==> src/rtl/riscv_pkg.sv <==
// Shared types for the RV32M multiply/divide sequencer.
package riscv_pkg;

  localparam int MULDIV_DIV_ITERS = 32;

  typedef enum logic [2:0] {
    OP_MUL    = 3'd0,
    OP_MULH   = 3'd1,
    OP_MULHSU = 3'd2,
    OP_MULHU  = 3'd3,
    OP_DIV    = 3'd4,
    OP_DIVU   = 3'd5,
    OP_REM    = 3'd6,
    OP_REMU   = 3'd7
  } muldiv_op_e;

  typedef enum logic [2:0] {
    ST_IDLE = 3'd0,
    ST_MUL  = 3'd1,
    ST_DIV  = 3'd2,
    ST_FIX  = 3'd3,
    ST_DONE = 3'd4
  } muldiv_state_e;

  function automatic logic op_is_sdiv(muldiv_op_e op);
    return (op == OP_DIV) || (op == OP_REM);
  endfunction

  function automatic logic op_is_rem(muldiv_op_e op);
    return (op == OP_REM) || (op == OP_REMU);
  endfunction

endpackage

==> src/rtl/muldiv_seq_if.sv <==
// Core <-> mul/div unit handshake: the core is master, the unit is slave.
interface muldiv_seq_if
  import riscv_pkg::*;
#(
  parameter int XLEN = 32
);
  logic            start;
  muldiv_op_e      op;
  logic [XLEN-1:0] a;
  logic [XLEN-1:0] b;
  logic            stall;
  logic            done;
  logic [XLEN-1:0] result;
  logic            busy;

  modport master (output start, op, a, b, input stall, done, result, busy);
  modport slave  (input start, op, a, b, output stall, done, result, busy);
endinterface

==> src/rtl/muldiv_div_step.sv <==
// One restoring-division iteration: shift the next dividend bit into the
// partial remainder, subtract the divisor if it fits, record the quotient bit.
module muldiv_div_step #(
  parameter int XLEN = 32
) (
  input  logic [XLEN-1:0] rem_i,
  input  logic [XLEN-1:0] quo_i,
  input  logic [XLEN-1:0] divisor_i,
  output logic [XLEN-1:0] rem_o,
  output logic [XLEN-1:0] quo_o
);
  // quo_i doubles as the dividend shift register; its MSB is the next bit in
  logic [XLEN:0] shifted;
  logic          fits;

  assign shifted = {rem_i, quo_i[XLEN-1]};
  assign fits    = (shifted >= {1'b0, divisor_i});
  assign rem_o   = fits ? XLEN'(shifted - {1'b0, divisor_i}) : shifted[XLEN-1:0];
  assign quo_o   = {quo_i[XLEN-2:0], fits};
endmodule

==> src/rtl/muldiv_seq.sv <==
// RV32M multi-cycle sequencer: pipelined multiplier plus 1-bit/cycle divider.
// state   | meaning
// IDLE    | waiting for start; latches op/a/b and resolves div special cases
// MUL     | MUL_PIPE cycles of product pipeline
// DIV     | 32 restoring iterations on operand magnitudes
// FIX     | sign fix-up and quotient/remainder select
// DONE    | done pulse, result valid; start ignored
module muldiv_seq
  import riscv_pkg::*;
#(
  parameter int XLEN     = 32,
  parameter int MUL_PIPE = 1
) (
  input logic         clk,
  input logic         reset,
  muldiv_seq_if.slave bus
);
  localparam int CW = 5;
  localparam logic [XLEN-1:0] MIN_NEG = {1'b1, {(XLEN-1){1'b0}}};

  muldiv_state_e   state_q, state_d;
  muldiv_op_e      op_q, op_d;
  logic [CW-1:0]   cnt_q, cnt_d;
  logic [XLEN-1:0] a_q, a_d, b_q, b_d;
  logic [XLEN-1:0] rem_q, rem_d;
  logic [XLEN-1:0] result_q, result_d;
  logic            q_neg_q, q_neg_d, r_neg_q, r_neg_d;

  logic              sa, sb;
  logic [2*XLEN-1:0] prod, mul_out;
  logic [XLEN-1:0]   mul_res, step_rem, step_quo, q_fix, r_fix;
  logic              in_sdiv;

  // Operands are sign-extended to the full product width so one unsigned
  // multiply covers the s*s, s*u and u*u variants.
  assign sa   = ((op_q == OP_MULH) || (op_q == OP_MULHSU)) & a_q[XLEN-1];
  assign sb   = (op_q == OP_MULH) & b_q[XLEN-1];
  assign prod = {{XLEN{sa}}, a_q} * {{XLEN{sb}}, b_q};

  if (MUL_PIPE > 1) begin : g_pipe
    logic [2*XLEN-1:0] pipe_q [MUL_PIPE-1];
    always_ff @(posedge clk) begin
      if (reset) begin
        for (int i = 0; i < MUL_PIPE-1; i++) pipe_q[i] <= '0;
      end else begin
        pipe_q[0] <= prod;
        for (int i = 1; i < MUL_PIPE-1; i++) pipe_q[i] <= pipe_q[i-1];
      end
    end
    assign mul_out = pipe_q[MUL_PIPE-2];
  end else begin : g_nopipe
    assign mul_out = prod;
  end

  assign mul_res = (op_q == OP_MUL) ? mul_out[XLEN-1:0] : mul_out[2*XLEN-1:XLEN];

  muldiv_div_step #(.XLEN(XLEN)) u_step (
    .rem_i     (rem_q),
    .quo_i     (a_q),
    .divisor_i (b_q),
    .rem_o     (step_rem),
    .quo_o     (step_quo)
  );

  assign q_fix   = q_neg_q ? -a_q : a_q;
  assign r_fix   = r_neg_q ? -rem_q : rem_q;
  assign in_sdiv = op_is_sdiv(bus.op);

  always_comb begin
    state_d  = state_q;
    op_d     = op_q;
    cnt_d    = cnt_q;
    a_d      = a_q;
    b_d      = b_q;
    rem_d    = rem_q;
    result_d = result_q;
    q_neg_d  = q_neg_q;
    r_neg_d  = r_neg_q;
    case (state_q)
      ST_IDLE: begin
        if (bus.start) begin
          op_d = bus.op;
          a_d  = bus.a;
          b_d  = bus.b;
          if (!bus.op[2]) begin
            state_d = ST_MUL;
            cnt_d   = CW'(MUL_PIPE - 1);
          end else if (bus.b == '0) begin
            state_d  = ST_DONE;
            result_d = op_is_rem(bus.op) ? bus.a : '1;
          end else if (in_sdiv && (bus.a == MIN_NEG) && (bus.b == '1)) begin
            state_d  = ST_DONE;
            result_d = op_is_rem(bus.op) ? '0 : bus.a;
          end else begin
            state_d = ST_DIV;
            cnt_d   = CW'(MULDIV_DIV_ITERS - 1);
            a_d     = (in_sdiv && bus.a[XLEN-1]) ? -bus.a : bus.a;
            b_d     = (in_sdiv && bus.b[XLEN-1]) ? -bus.b : bus.b;
            rem_d   = '0;
            q_neg_d = in_sdiv & (bus.a[XLEN-1] ^ bus.b[XLEN-1]);
            r_neg_d = in_sdiv & bus.a[XLEN-1];
          end
        end
      end
      ST_MUL: begin
        if (cnt_q == '0) begin
          result_d = mul_res;
          state_d  = ST_DONE;
        end else begin
          cnt_d = cnt_q - CW'(1);
        end
      end
      ST_DIV: begin
        rem_d = step_rem;
        a_d   = step_quo;
        if (cnt_q == '0) state_d = ST_FIX;
        else             cnt_d   = cnt_q - CW'(1);
      end
      ST_FIX: begin
        result_d = op_is_rem(op_q) ? r_fix : q_fix;
        state_d  = ST_DONE;
      end
      ST_DONE: state_d = ST_IDLE;
      default: state_d = ST_IDLE;
    endcase
  end

  always_ff @(posedge clk) begin
    if (reset) begin
      state_q  <= ST_IDLE;
      op_q     <= OP_MUL;
      cnt_q    <= '0;
      a_q      <= '0;
      b_q      <= '0;
      rem_q    <= '0;
      result_q <= '0;
      q_neg_q  <= 1'b0;
      r_neg_q  <= 1'b0;
    end else begin
      state_q  <= state_d;
      op_q     <= op_d;
      cnt_q    <= cnt_d;
      a_q      <= a_d;
      b_q      <= b_d;
      rem_q    <= rem_d;
      result_q <= result_d;
      q_neg_q  <= q_neg_d;
      r_neg_q  <= r_neg_d;
    end
  end

  assign bus.done   = (state_q == ST_DONE);
  assign bus.busy   = (state_q != ST_IDLE);
  assign bus.stall  = bus.start & ~bus.done;
  assign bus.result = result_q;
endmodule

==> src/flat_wrapper.sv <==
// flat-port wrapper written by rule: the top's interface ports become plain ports
module muldiv_seq_flat import riscv_pkg::*;
#(
  parameter int XLEN     = 32,
  parameter int MUL_PIPE = 1
)
  (clk, reset, bus_start, bus_op, bus_a, bus_b, bus_stall, bus_done, bus_result, bus_busy);
  muldiv_seq_if #(.XLEN(XLEN)) bus_i ();
  input logic clk;
  input logic reset;
  input wire logic [$bits(bus_i.start)-1:0] bus_start;
  input wire logic [$bits(bus_i.op)-1:0] bus_op;
  input wire logic [$bits(bus_i.a)-1:0] bus_a;
  input wire logic [$bits(bus_i.b)-1:0] bus_b;
  output wire logic [$bits(bus_i.stall)-1:0] bus_stall;
  output wire logic [$bits(bus_i.done)-1:0] bus_done;
  output wire logic [$bits(bus_i.result)-1:0] bus_result;
  output wire logic [$bits(bus_i.busy)-1:0] bus_busy;
  assign bus_i.start = bus_start;
  assign bus_i.op = bus_op;
  assign bus_i.a = bus_a;
  assign bus_i.b = bus_b;
  assign bus_stall = bus_i.stall;
  assign bus_done = bus_i.done;
  assign bus_result = bus_i.result;
  assign bus_busy = bus_i.busy;
  muldiv_seq #(.XLEN(XLEN), .MUL_PIPE(MUL_PIPE)) u_core (.clk(clk), .reset(reset), .bus(bus_i));
endmodule
==> config.mk <==
export PLATFORM = sky130hd
export DESIGN_NAME = muldiv_seq_flat
export DESIGN_NICKNAME = d
export VERILOG_FILES = /design/src/rtl/riscv_pkg.sv /design/src/rtl/muldiv_seq_if.sv /design/src/rtl/muldiv_div_step.sv /design/src/rtl/muldiv_seq.sv /design/src/flat_wrapper.sv
export SDC_FILE = /design/constraint.sdc
export NUM_CORES = 2
export LEC_CHECK = 0
export ABC_AREA = 1
export CAP_MARGIN = 30
export CORE_AREA = 2 2 318 320
export CTS_CLUSTER_SIZE = 12
export DETAILED_ROUTE_END_ITERATION = 16
export DIE_AREA = 0 0 320 322
export PLACE_DENSITY = 0.68
export SLEW_MARGIN = 20
export SYNTH_ARGS = -nofsm -noshare
export SYNTH_HDL_FRONTEND = slang
export SYNTH_HIERARCHICAL = 1
export SYNTH_SLANG_ARGS = --single-unit
==> constraint.sdc <==
create_clock -name clk -period 20.1 [get_ports clk]
set_input_delay 6.03 -clock clk [delete_from_list [all_inputs] [get_ports clk]]
set_output_delay 6.03 -clock clk [all_outputs]
set_load 0.01 [all_outputs]
Yosys cells after proc, flatten, opt, wreduce, memory -nomap -nowiden
Index checks and enable logic that the tools add are counted.
Word-level totals
  output and inout port bits: 35
  bits in registers: 141
  input port bits: 70
Operators by class
  magnitude comparators: 1
  equality and inequality tests: 23
  bitwise operators: 9
  $mul: 1
  reductions and logical operators: 24
  $add $sub $neg: 6
  mux-type cells: 41
Operators with widths (count)
  $mux 32: 25
  $neg 32->32: 4
  $pmux 32 s2: 2
  $pmux 32 s3: 1
  $eq 32x32->1 const B: 2
  $mul 33x33->64: 1
  $ge 33x32->1: 1
  $logic_not 32->1: 1
  $sub 32x32->32: 1
  $mux 5: 5
  $reduce_and 5->1: 4
  $eq 3x3->1 const B: 6
  $mux 3: 6
  $pmux 3 s4: 1
  $ne 2x2->1 const B: 5
  $pmux 5 s2: 1
  $eq 3x2->1 const B: 3
  $eq 3x1->1 const B: 2
  $logic_not 3->1: 2
  $ne 3x3->1 const B: 2
  $reduce_bool 3->1: 2
  $and 1x1->1: 5
  $logic_not 5->1: 1
  $sub 5x1->5 const B: 1
  other kinds (10): 21

Logic depth before layout (Yosys ltp)
  word-level depth: 9
  depth in mapped cells: 36

By module
The synthesis kept the hierarchy.
By module, submodules not included
  muldiv_seq: cells each 7035, instances 1, area an instance 51045.2 um^2, sequential area each 2822.7 um^2
  muldiv_div_step: cells each 679, instances 1, area an instance 3400.8 um^2, sequential area each 0.0 um^2

Worst setup path after synthesis
OpenSTA, ideal clock, no wires.
  path kind: input port to output port
  from: input port bus_start
  to: output port bus_stall
  cell stages on the path: 2
  setup slack: 7826 ps
  buffers on the path: 0
  arrival time: 6244 ps
  cell sequence: inv_1 -> nor2_1
On the way
  cells in the longest elaborated chain, start to end: 1
Ends and longest elaborated chain
  from (decl): line flat_wrapper.sv:11  | input wire logic [$bits(bus_i.start)-1:0] bus_start;
  $and 1x1->1: line muldiv_seq.sv:154  | assign bus.stall = bus.start & ~bus.done;
  to (decl): line flat_wrapper.sv:15  | output wire logic [$bits(bus_i.stall)-1:0] bus_stall;
Every way passes these cells.

Worst setup path in the final report
Ends and elaborated chain as after synthesis.

==> results_dict.tcl <==
set metrics [dict create \
    status "completed" \
    synthCells 7714 \
    hpwl_microns 150000 \
    synth_top_cell_by_area "fa_1" \
    synth_edf_count 0 \
    synth_area_leaders "fa_1 (41%), nand2_1 (15%), inv_1 (14%)" \
    finClkSkew_ns 0.0143 \
    regArea_sq_um 2830 \
    ys_ff_latch 141 \
    period_share_pct 66.2 \
    slew_violations 0 \
    die_x_microns 320 \
    fp.dieH_microns 322 \
    grt_usage_pct 37.5 \
    final_nets 8991 \
    worst_pin_slew_ns 1.06 \
    viasPerCell 5.57 \
    crit_type "input port to output pin" \
    setup_tns_ns 0 \
    synth_top_area_share_pct 41.4 \
    drive_gt1_share_pct 2.73 \
    fmax_mhz 75.2 \
    slew_headroom_pct 29.5 \
    yosys-top-cells-count "nand2_1 (2122), inv_1 (1993), fa_1 (1126)" \
    dieArea_sq_um 103000 \
    grt_first_pass_wirelength_microns 293000 \
    grt-ovfl-total 0 \
    placementRows 116 \
    grt_max_degree 76 \
    cp_common_cell "clkdlybuf4s50_1" \
    cp_top_family "buffers and inverters" \
    cts-buffers-inserted 17 \
    drv_cap 0 \
    ios 105 \
    htreeDepth 4 \
    fillers 9610 \
    clock_path_buffers 2 \
    synth_nets 9161 \
    cts.hold.buffers_added 0 \
    io_buffer_count 104 \
    worstPathBufferInverterCount 3 \
    drt_iter0_markers 4915 \
    slowest_delay_ns 0.54 \
    yosys.cell_types.count 51 \
    end_kind "output pin" \
    grt_pass1_vias 49100 \
    synth_top_flop_cell "dfxtp_1" \
    mappedNetlistArea_sq_um 54400 \
    syn_avg_cell_area_sq_um 7.06 \
    ys.warnings.count 6 \
    start_util_pct 54.7 \
    start_kind "input port" \
    root_buffer "clkbuf_16" \
    cp_max_fo 3 \
    clkTransAtPathRegs_ns 0.07 \
    antenna_found_initial 11 \
    rsz0062_at_grt "false" \
    clkLatencyLatePin_ns 0.47 \
    async_flop_share_pct 0 \
    vias 49300 \
    post_cts_resized 0 \
    hold_viol 0 \
    yosysSeqAreaShare_pct 5.18 \
    setup_violations 0 \
    cp.arrival_ns 7.27 \
    crit_path_cell_trace "clkdlybuf4s50_1 > inv_1 > nor2_1 > clkdlybuf4s50_1" \
    dr.pass1.iters 6 \
    total_power_uw 8110 \
    drt_wl_total_microns 188000 \
    irDropWorstVdd_v 0.000175 \
    cp.required_ns 14.07 \
    clock-sinks 141 \
    wl_per_cell_microns 21.2 \
    postCtsSetupBuffers 0 \
    drc 0 \
    min_period_ns 13.30 \
    area_growth_pct 4.46 \
    ant_nets 0 \
    hp-class "flip-flop to flip-flop" \
    coreArea_sq_um 99600 \
    gp_congestion 1.04 \
    cts_tree "yes" \
    powerDensity_nw_per_um2 143 \
    synth.most_common_cell "nand2_1" \
    worst_path_max_delay_cell "clkdlybuf4s50_1" \
    multi_input_area_sq_um 42400 \
    p_leak_uw 0.0302 \
]
[cells in the final DEF, fill, tap and decap left out, drive strengths merged, types with 4 or more instances in the layout]
| master | synthesis | final |
|---|---|---|
| nand4 | 51 | 51 |
| nand3b | 23 | 23 |
| a21o | 5 | 5 |
| xnor2 | 14 | 14 |
| ha | 251 | 251 |
| clkdlybuf4s50 | 0 | 103 |
| a31oi | 7 | 7 |
| nand2 | 2131 | 2131 |
| clkbuf | 283 | 17 |
| or2 | 8 | 8 |
| fa | 1126 | 1126 |
| nor2 | 431 | 431 |
| nor4 | 8 | 8 |
| o21ai | 265 | 265 |
| o21bai | 32 | 32 |
| inv | 1999 | 2007 |
| dfxtp | 141 | 141 |
| maj3 | 15 | 15 |
| nor3 | 62 | 62 |
| a21oi | 283 | 283 |
| and2 | 10 | 10 |
| buf | 111 | 102 |
| diode | 0 | 4 |
| xor2 | 48 | 48 |
| nand3 | 352 | 352 |
| clkinv | 2 | 8 |
| o211ai | 37 | 37 |
[report_power, final]
| part | internal [uW] | total, uW | switching (uW) |
|---|---|---|---|
| registers | 359 | 499 | 141 |
| clock network | 178 | 341 | 163 |
| logic | 2330 | 7270 | 4940 |
| total | 2870 | 8110 | 5240 |
[per-layer routing]
| layer | share of wire, % | up-vias | wire, microns | GRT usage (%) |
|---|---|---|---|---|
| met4 | 3.9 | 2 | 7310 | 12.7 |
| met2 | 44 | 2335 | 83000 | 57.9 |
| met3 | 9.9 | 360 | 18600 | 6.75 |
| met1 | 42 | 24600 | 79100 | 53.3 |
| met5 | 0.0074 | - | 14 | 0 |
| li1 | - | 22100 | - | - |
[flip-flops by register name, indices dropped and copies added, names as in the netlist]
| signal | flops |
|---|---|
| u_core/b_q | 32 |
| u_core/state_q | 3 |
| u_core/bus.result | 32 |
| u_core/q_neg_q | 1 |
| u_core/a_q | 32 |
| u_core/rem_q | 32 |
| u_core/cnt_q | 5 |
| u_core/r_neg_q | 1 |
| u_core/op_q | 3 |
[cells by family after synthesis]
| group | Yosys count | share of synthesized area, % |
|---|---|---|
| and+or+nand+nor | 3078 | 23.0 |
| buffers and inverters | 2395 | 16.9 |
| adders and majority gates | 1392 | 47.5 |
| xor gates and xnor gates | 62 | 0.997 |
| DFF | 141 | 5.18 |
| AOI/OAI and AO/OA | 646 | 6.40 |
[through the flow]
| step | instance area [sq um] | std cells | utilization (%) | setup slack [ns] | hold slack (ns) |
|---|---|---|---|---|---|
| floorplan | 54400 | 7714 | - | 7.83 | 0.458 |
| global placement | 56100 | 8815 | 56.4 | 6.78 | 0.474 |
| detailed placement | 56200 | 8819 | 56.5 | 6.81 | 0.491 |
| CTS | 56800 | 8851 | 57.1 | 6.81 | 0.501 |
| global route | 56900 | 8856 | 57.1 | 6.76 | 0.529 |
| finish | 56900 | 8859 | 57.1 | 6.80 | 0.501 |
[final timing paths]
kind / slack [ns] / endpoint / cells after the start / startpoint
worst max-delay path: 6.80 / bus_stall / 4 / bus_start
worst min register to register: 0.50 / u_core/cnt_q[4] / 2 / u_core/cnt_q[4]
worst max register to register: 9.32 / u_core/bus.result[30] / 30 / u_core/op_q[0]
worst min-delay path: 0.50 / u_core/cnt_q[4] / 2 / u_core/cnt_q[4]
[area by class of cell]
| class | instances | area share (%) |
|---|---|---|
| tap | 1298 | 2.86 |
| sequential | 141 | 4.98 |
| multi-input combinational | 5178 | 74.6 |
| inverter | 2001 | 13.2 |
| antenna | 4 | 0.0176 |
| timing repair buffer | 205 | 3.28 |
| clock buffer | 17 | 0.748 |
| clock inverter | 15 | 0.306 |
[worst min-delay path, delay by kind of cell, from the launching register on]
kind	cells	cell delay, ns
DFF	1	0.32
buffers and inverters	1	0.08
AOI/OAI and AO/OA	1	0.06
Note: power is estimated with default switching activity, not from simulation.
